File: src/rtl/mips_ctrl_pkg.sv
// Shared control definitions for the 5-stage MIPS pipeline.
// Decoder and sequencer agree on these encodings.
package mips_ctrl_pkg;

  localparam logic [1:0] ALU_ADD    = 2'd0;
  localparam logic [1:0] ALU_SUB    = 2'd1;
  localparam logic [1:0] ALU_R_TYPE = 2'd2;

  typedef struct packed {
    logic [1:0] alu_op;
    logic       reg_dst;
    logic       branch;
    logic       mem_read;
    logic       mem_2_reg;
    logic       mem_write;
    logic       alu_src;
    logic       reg_write;
    logic       jump;
  } ctrl_t;

  localparam ctrl_t BUBBLE = '0;

endpackage

File: src/rtl/pipe_ctrl_sequencer_hazard_detect.sv
// Load-use hazard check between the load in EX
// and the source operands of the instruction in ID.
module hazard_detect #(
  parameter int REG_AW = 5
) (
  input  logic              ex_mem_read_i,
  input  logic [REG_AW-1:0] ex_dest_i,
  input  logic [REG_AW-1:0] id_rs_i,
  input  logic [REG_AW-1:0] id_rt_i,
  input  logic              id_rt_use_i,
  output logic              load_use_o
);

  logic dest_live;
  logic rs_hit;
  logic rt_hit;

  // r0 never carries a value, so a load to r0 cannot stall
  always_comb begin
    dest_live  = ex_dest_i != '0;
    rs_hit     = ex_dest_i == id_rs_i;
    rt_hit     = id_rt_use_i & (ex_dest_i == id_rt_i);
    load_use_o = ex_mem_read_i & dest_live & (rs_hit | rt_hit);
  end

endmodule

File: src/rtl/pipe_ctrl_sequencer.sv
// ID/EX, EX/MEM, MEM/WB control registers with
// load-use stall, branch/jump redirect and stall counter.
module pipe_ctrl_sequencer
  import mips_ctrl_pkg::*;
#(
  parameter int CNT_W  = 16,
  parameter int REG_AW = 5
) (
  input  logic              clk,
  input  logic              arst_n,
  input  logic [1:0]        id_alu_op,
  input  logic              id_reg_dst,
  input  logic              id_branch,
  input  logic              id_mem_read,
  input  logic              id_mem_2_reg,
  input  logic              id_mem_write,
  input  logic              id_alu_src,
  input  logic              id_reg_write,
  input  logic              id_jump,
  input  logic [REG_AW-1:0] id_rs,
  input  logic [REG_AW-1:0] id_rt,
  input  logic [REG_AW-1:0] id_rd,
  input  logic              ex_alu_zero,
  output logic [1:0]        ex_alu_op,
  output logic              ex_alu_src,
  output logic              mem_mem_read,
  output logic              mem_mem_write,
  output logic [REG_AW-1:0] mem_dest,
  output logic              mem_reg_write,
  output logic              wb_reg_write,
  output logic              wb_mem_2_reg,
  output logic [REG_AW-1:0] wb_dest,
  output logic              pc_write_en,
  output logic              if_id_write_en,
  output logic              if_id_flush,
  output logic              pc_src_branch,
  output logic              pc_src_jump,
  output logic [CNT_W-1:0]  hazard_cnt
);

  ctrl_t             id_ctrl;
  ctrl_t             ex_d, ex_q;
  ctrl_t             mem_q, wb_q;
  logic [REG_AW-1:0] id_dest;
  logic [REG_AW-1:0] ex_dest_d, ex_dest_q;
  logic [REG_AW-1:0] mem_dest_q, wb_dest_q;
  logic [CNT_W-1:0]  cnt_d, cnt_q;
  logic              rt_use;
  logic              load_use;
  logic              taken;
  logic              stall;
  logic              jump_go;
  logic              unused_wb;

  hazard_detect #(
    .REG_AW(REG_AW)
  ) u_hazard (
    .ex_mem_read_i(ex_q.mem_read),
    .ex_dest_i    (ex_dest_q),
    .id_rs_i      (id_rs),
    .id_rt_i      (id_rt),
    .id_rt_use_i  (rt_use),
    .load_use_o   (load_use)
  );

  // Pack the decoded bundle; writes to r0 are dropped here
  always_comb begin
    id_ctrl.alu_op    = id_alu_op;
    id_ctrl.reg_dst   = id_reg_dst;
    id_ctrl.branch    = id_branch;
    id_ctrl.mem_read  = id_mem_read;
    id_ctrl.mem_2_reg = id_mem_2_reg;
    id_ctrl.mem_write = id_mem_write;
    id_ctrl.alu_src   = id_alu_src;
    id_ctrl.reg_write = id_reg_write;
    id_ctrl.jump      = id_jump;
    id_dest = id_reg_dst ? id_rd : id_rt;
    rt_use  = id_reg_dst | id_branch | id_mem_write;
    if (id_dest == '0) begin
      id_ctrl.reg_write = 1'b0;
    end
  end

  // Redirect priority: taken branch, then stall, then jump
  always_comb begin
    taken   = ex_q.branch & ex_alu_zero;
    stall   = load_use & ~taken;
    jump_go = id_jump & ~taken & ~load_use;
    ex_d      = id_ctrl;
    ex_dest_d = id_dest;
    if (taken | load_use | id_jump) begin
      ex_d      = BUBBLE;
      ex_dest_d = '0;
    end
    cnt_d = cnt_q;
    if (stall && (cnt_q != '1)) begin
      cnt_d = cnt_q + 1'b1;
    end
  end

  // Stage registers; MEM and WB always advance
  always_ff @(posedge clk or negedge arst_n) begin
    if (!arst_n) begin
      ex_q       <= BUBBLE;
      mem_q      <= BUBBLE;
      wb_q       <= BUBBLE;
      ex_dest_q  <= '0;
      mem_dest_q <= '0;
      wb_dest_q  <= '0;
      cnt_q      <= '0;
    end else begin
      ex_q       <= ex_d;
      mem_q      <= ex_q;
      wb_q       <= mem_q;
      ex_dest_q  <= ex_dest_d;
      mem_dest_q <= ex_dest_q;
      wb_dest_q  <= mem_dest_q;
      cnt_q      <= cnt_d;
    end
  end

  assign ex_alu_op      = ex_q.alu_op;
  assign ex_alu_src     = ex_q.alu_src;
  assign mem_mem_read   = mem_q.mem_read;
  assign mem_mem_write  = mem_q.mem_write;
  assign mem_dest       = mem_dest_q;
  assign mem_reg_write  = mem_q.reg_write;
  assign wb_reg_write   = wb_q.reg_write;
  assign wb_mem_2_reg   = wb_q.mem_2_reg;
  assign wb_dest        = wb_dest_q;
  assign pc_write_en    = ~stall;
  assign if_id_write_en = ~stall;
  assign if_id_flush    = taken | jump_go;
  assign pc_src_branch  = taken;
  assign pc_src_jump    = jump_go;
  assign hazard_cnt     = cnt_q;

  assign unused_wb = ^{wb_q.alu_op, wb_q.reg_dst,
                       wb_q.branch, wb_q.mem_read,
                       wb_q.mem_write, wb_q.alu_src,
                       wb_q.jump};

endmodule

File: config.mk
export PLATFORM = sky130hd
export DESIGN_NAME = pipe_ctrl_sequencer
export DESIGN_NICKNAME = d
export VERILOG_FILES = /design/src/rtl/mips_ctrl_pkg.sv /design/src/rtl/pipe_ctrl_sequencer_hazard_detect.sv /design/src/rtl/pipe_ctrl_sequencer.sv
export SDC_FILE = /design/constraint.sdc
export NUM_CORES = 1
export LEC_CHECK = 0
export CAP_MARGIN = 20
export CELL_PAD_IN_SITES_DETAIL_PLACEMENT = 1
export CELL_PAD_IN_SITES_GLOBAL_PLACEMENT = 1
export CORE_MARGIN = 2
export CORE_UTILIZATION = 37
export DETAILED_ROUTE_END_ITERATION = 10
export GPL_TIMING_DRIVEN = 0
export PLACE_DENSITY = 0.81
export SETUP_SLACK_MARGIN = 0.05
export SYNTH_ARGS = -nofsm -noshare
export SYNTH_HDL_FRONTEND = slang
export SYNTH_SLANG_ARGS = --single-unit
File: constraint.sdc
create_clock -name clk -period 3.6 [get_ports clk]
set_input_delay 0.54 -clock clk [delete_from_list [all_inputs] [get_ports clk]]
set_output_delay 0.54 -clock clk [all_outputs]
set_load 0.03 [all_outputs]
==> Word level (Yosys, flattened, before mapping) <==
Index checks and enable logic that the tools add are counted.
{ "op_classes": {"add_sub_neg": 1, "multipliers": 0, "div_mod_pow": 0, "n_lt_le_gt_ge": 0, "n_eq_ne": 3, "shift": 0, "n_mux": 4, "bitwise_logic": 16, "reduce_logical": 3} }
{ "ops": {"columns": ["op", "count"], "rows": [
  ["$add 16x1->16 const B", 1],
  ["$ne 16x16->1 const B", 1],
  ["$eq 5x5->1", 2],
  ["$mux 10", 1],
  ["$mux 5", 2],
  ["$and 1x1->1", 7],
  ["$or 1x1->1", 6],
  ["$logic_not 5->1", 1],
  ["$reduce_bool 5->1", 1],
  ["$not 1->1", 3],
  ["$logic_and 1x1->1", 1],
  ["$mux 1", 1]
]} }
{ "totals": {"ff_bits": 45, "latch_bits": 0, "ramBits": 0, "romBits": 0, "in_bits": 28, "elab_cells": 44, "mem_count": 0} }

==> Longest topological paths before layout <==
{ "depth": {"depth_word": 8, "depth_mapped": 6, "depth_no_buf": 6} }

==> Modules after synthesis <==
A second synthesis with hierarchy kept.
{ "unflattened": {"hier_cells": 144, "area_unflattened_um2": 1859.3} }
{ "modules_own_cells": {"columns": ["mod", "n_inst", "cells_each", "area_each_um2"], "rows": [
  ["pipe_ctrl_sequencer", 1, 127, 1726.7],
  ["hazard_detect", 1, 17, 132.6]
]} }

==> Worst setup path before layout <==
Ideal clock, no wire load.
{ "synth_timing": {"path_type": "input to output", "from": "input id_reg_dst", "to": "output pc_write_en", "arrival_ns": 2.097, "required_ns": 3.060, "setup_slack_ns": 0.963, "path_stages": 6, "path_cell_list": "buf_2 o31ai_1 o22ai_2 clkbuf_1 nand3_1 buf_4"} }
{ "synth_between": {"elab_chain_len": 7} }
{ "synth_rtl": {"columns": ["item", "line", "rtl"], "rows": [
  ["start, declared", "pipe_ctrl_sequencer.sv:12", "input logic id_reg_dst,"],
  ["$or 1x1->1 (2 in series)", "pipe_ctrl_sequencer.sv:78", "rt_use = id_reg_dst | id_branch | id_mem_write;"],
  ["$and 1x1->1", "pipe_ctrl_sequencer_hazard_detect.sv:22", "rt_hit = id_rt_use_i & (ex_dest_i == id_rt_i);"],
  ["$or 1x1->1", "pipe_ctrl_sequencer_hazard_detect.sv:23", "load_use_o = ex_mem_read_i & dest_live & (rs_hit | rt_hit);"],
  ["$and 1x1->1", "pipe_ctrl_sequencer_hazard_detect.sv:23", null],
  ["$and 1x1->1", "pipe_ctrl_sequencer.sv:87", "stall = load_use & ~taken;"],
  ["$not 1->1", null, null],
  ["end, declared", "pipe_ctrl_sequencer.sv:33", "output logic pc_write_en,"]
]} }
Every way passes these cells.

==> Final worst setup path <==
{ "layout_timing": {"from": "input id_rt[3]", "to": "output pc_write_en"} }
{ "layout_between": {"elab_chain_len": 6} }
{ "layout_rtl": {"columns": ["item", "line", "rtl"], "rows": [
  ["start, declared", "pipe_ctrl_sequencer.sv:21", "input logic [REG_AW-1:0] id_rt,"],
  ["$eq 5x5->1", "pipe_ctrl_sequencer_hazard_detect.sv:22", null],
  ["$and 1x1->1", "pipe_ctrl_sequencer_hazard_detect.sv:22", null],
  ["$or 1x1->1", "pipe_ctrl_sequencer_hazard_detect.sv:23", null],
  ["$and 1x1->1", "pipe_ctrl_sequencer_hazard_detect.sv:23", null],
  ["$and 1x1->1", "pipe_ctrl_sequencer.sv:87", null],
  ["$not 1->1", "pipe_ctrl_sequencer.sv:131", "assign pc_write_en = ~stall;"]
]} }
Every way passes these cells.

==> results.yml <==
worst_setup_path:
  r2r.worst_path.cells: 6
  critPathBufInv: 4
  path_class: "primary input to primary output"
  crit_end: "pc_write_en"
  crit_top_cell: "clkdlybuf4s50_1"
  r2r_start: "hazard_cnt[0]"
  cp_data_required_time_ns: 3.06
  cpPeakStageDelay_ns: 0.58
  path_cells: "clkdlybuf4s50_1 -> xnor2_1 -> nand4_1 -> o22ai_4 -> clkbuf_2 -> nand3_1 -> buf_4 -> clkdlybuf4s50_1"
  critPathLaunchType: "primary input"
  slowest_stage: "clkdlybuf4s50_1"
  critPathTopFamily: "buffers and inverters"
  endpoint_kind: "primary output"
  worst_ep_arrival_time_ns: 2.77
  crit_fanout: 10
  r2r_end: "hazard_cnt[13]"
  rrSetupSlack_ns: 1.40
  crit_path_start: "id_rt[3]"
  cp.depth: 8
route:
  dr.pass1.iters: 4
  ant_nets: 0
  avgViaCountPerCell: 4.86
  wl_mm: 4.93
  drc: 0
  dr.first_iter.drc_count: 59
  wl_per_cell_um: 16.3
  vias: 1468
yosys:
  syn_area_um2: 1910
  yosysWarnings: 0
  syn_avg_cell_area_um2: 12.3
  ys_seq_elements: 45
  syn_inst: 156
  synth_cell_types: 31
  synth_seq_area_share_pct: 58.8
  syn-num-nets: 185
grt:
  antenna_found_initial: 0
  track_usage_pct: 18.8
  grt_start_max_net_pins: 26
  grt_pass1_vias: 1611
  overflow: 0
  grt_pass1_wl_mm: 8.45
timing:
  rsz0062_at_grt: "false"
  fmax_mhz: 302
  tightest_slew_ns: 0.963
  skew_ns: 0.00472
  setup_viol: 0
  hold_viol_final: 0
  timing.final.crit_share_pct: 92.0
  maxSlewViolCount: 0
  slew_headroom_pct: 35.2
  hold_ws_ns: 0.198
  fin_crit_ns: 3.31
die:
  initial_core_util_pct: 38.0
  die_height_um: 75.9
  io_pins: 67
  num_rows: 26
  dieArea_um2: 5770
  core-area_um2: 5040
  die_w_um: 75.9
clocking:
  clk_pin_slew_ns: 0.08
  clockBufferDepth: 2
  cts_inserted_buffers: 5
  cts_max_level: 2
  cts_tree: "yes"
  cts-root-buf: "clkbuf_8"
  clk_latency_ns: 0.29
  cts_sinks: 45
place:
  placed_cell_area_um2: 2670
  hpwl_mm: 3.59
  gp_congestion: 0.832
  place_inst: 292
  portBuffers: 65
power_and_ir_drop:
  power_uw: 1150
  pwr_density_cell_nw_per_um2: 412
  leakage_uw: 0.00118
  peakVddDrop_uv: 290
job:
  maxCapViolCount: 0
finish:
  final_common_cell: "clkdlybuf4s50_1"
  largest_register_ffs: 16
  fin_cells: 302
  n_antenna_cell: 0
  regArea_um2: 1130
  final_area_um2: 2800
  layout_common_cells: "64 x clkdlybuf4s50_1, 45 x dfrtp_1, 24 x xnor2_1"
  multi_input_area_um2: 738
  drive_gt1_share_pct: 10.8
  areaGrowthSynthToFinish_pct: 46.4
  fill_cells: 528
  final_nets: 260
min_path:
  worstHoldPathType: "primary input to async pin"
run_status:
  outcome: "finished, final reports clean"
-- repair_timing --
item,CTS,global route
hold endpoints to repair,0,0
hold buffers,0,0
gates cloned,0,0
pin swaps,0,1
buffers inserted,0,2
endpoints found under the setup margin,2,1
gates resized for setup,2,0
-- stage by stage --
step	setup slack, ns	setup TNS [ns]	utilization (%)
floorplan	0.963	0	-
global placement	-0.105	-0.105	52.6
detailed placement	-0.129	-0.138	52.9
CTS	0.0920	0	55.3
global route	0.162	0	55.6
finish	0.287	0	55.6
-- power breakdown --
part / switching [uW] / internal (uW) / leakage [uW]
clock: 168 / 208 / 0.0000554
combinational: 114 / 106 / 0.000525
sequential: 23.2 / 534 / 0.000600
-- layer usage --
layer	track usage [%]	up-vias	share of wire (%)
met4	8.00	0	2.6
met1	23.4	731	42
met5	0	-	0
li1	-	688	-
met2	31.4	36	51
met3	4.40	13	3.8
-- cell families (layout without fill, tap and decap cells) --
family | Yosys count | in the layout | share of synthesized area [%]
AO/OA/AOI/OAI | 7 | 7 | 4.44
XOR/XNOR | 24 | 24 | 11.0
adder cells (fa/ha/maj) | 1 | 1 | 0.653
buffers and inverters | 10 | 86 | 3.01
flip-flops | 45 | 45 | 58.8
multiplexers | 7 | 7 | 3.79
AND/OR/NAND/NOR | 62 | 62 | 18.3
-- cell type report --
class | instances | share of cell area [%]
flip-flops and latches | 45 | 40.2
repair buffers | 68 | 24.3
plain buffers | 6 | 1.56
clock inverters | 2 | 1.38
multi-input cells | 101 | 26.3
well taps | 70 | 3.12
clock buffers | 6 | 2.59
inverters | 4 | 0.536
-- worst reg2reg max path, stage by stage (launching register included) --
cell and delay, ns:
dfrtp_1 0.42, ha_1 0.26, nand4_1 0.13, nor4_1 0.08, nor4_1 0.80, nand3_1 0.22, xnor2_1 0.18
-- worst min-delay path by stage --
stage	start	endpoint	slack, ns	cells past startpoint
after floorplan	arst_n	ex_alu_op[0]	0.24	0
after global placement	ex_q[4]	mem_q[4]	0.33	0
after detailed placement	ex_q[1]	mem_reg_write	0.34	0
after CTS	arst_n	ex_q[4]	0.20	1
after global routing	arst_n	mem_mem_read	0.21	1
final	arst_n	mem_dest[4]	0.20	1
-- cells in the mapped netlist, drive strengths merged --
library cell  number  area share, %
a2111oi            1           0.78
a211oi             1            1.0
a21o               1           0.39
a31oi              1           0.33
and2               9            2.9
and2b              3            1.2
and3               5            1.6
and4               1           0.46
buf                5            2.0
clkbuf             1           0.20
dfrtp             45             59
ha                 1           0.65
inv                4           0.78
mux2               2            1.2
mux2i              5            2.6
nand2              8            1.6
nand3             17            4.4
nand4              6            2.0
nor2               2           0.39
nor2b              2           0.65
nor3               3           0.78
nor4               4            1.3
o21ai              1           0.85
o22ai              1           0.65
o31ai              1           0.39
or4                2           0.98
xnor2             24             11
(Power assumes the default switching activity.)
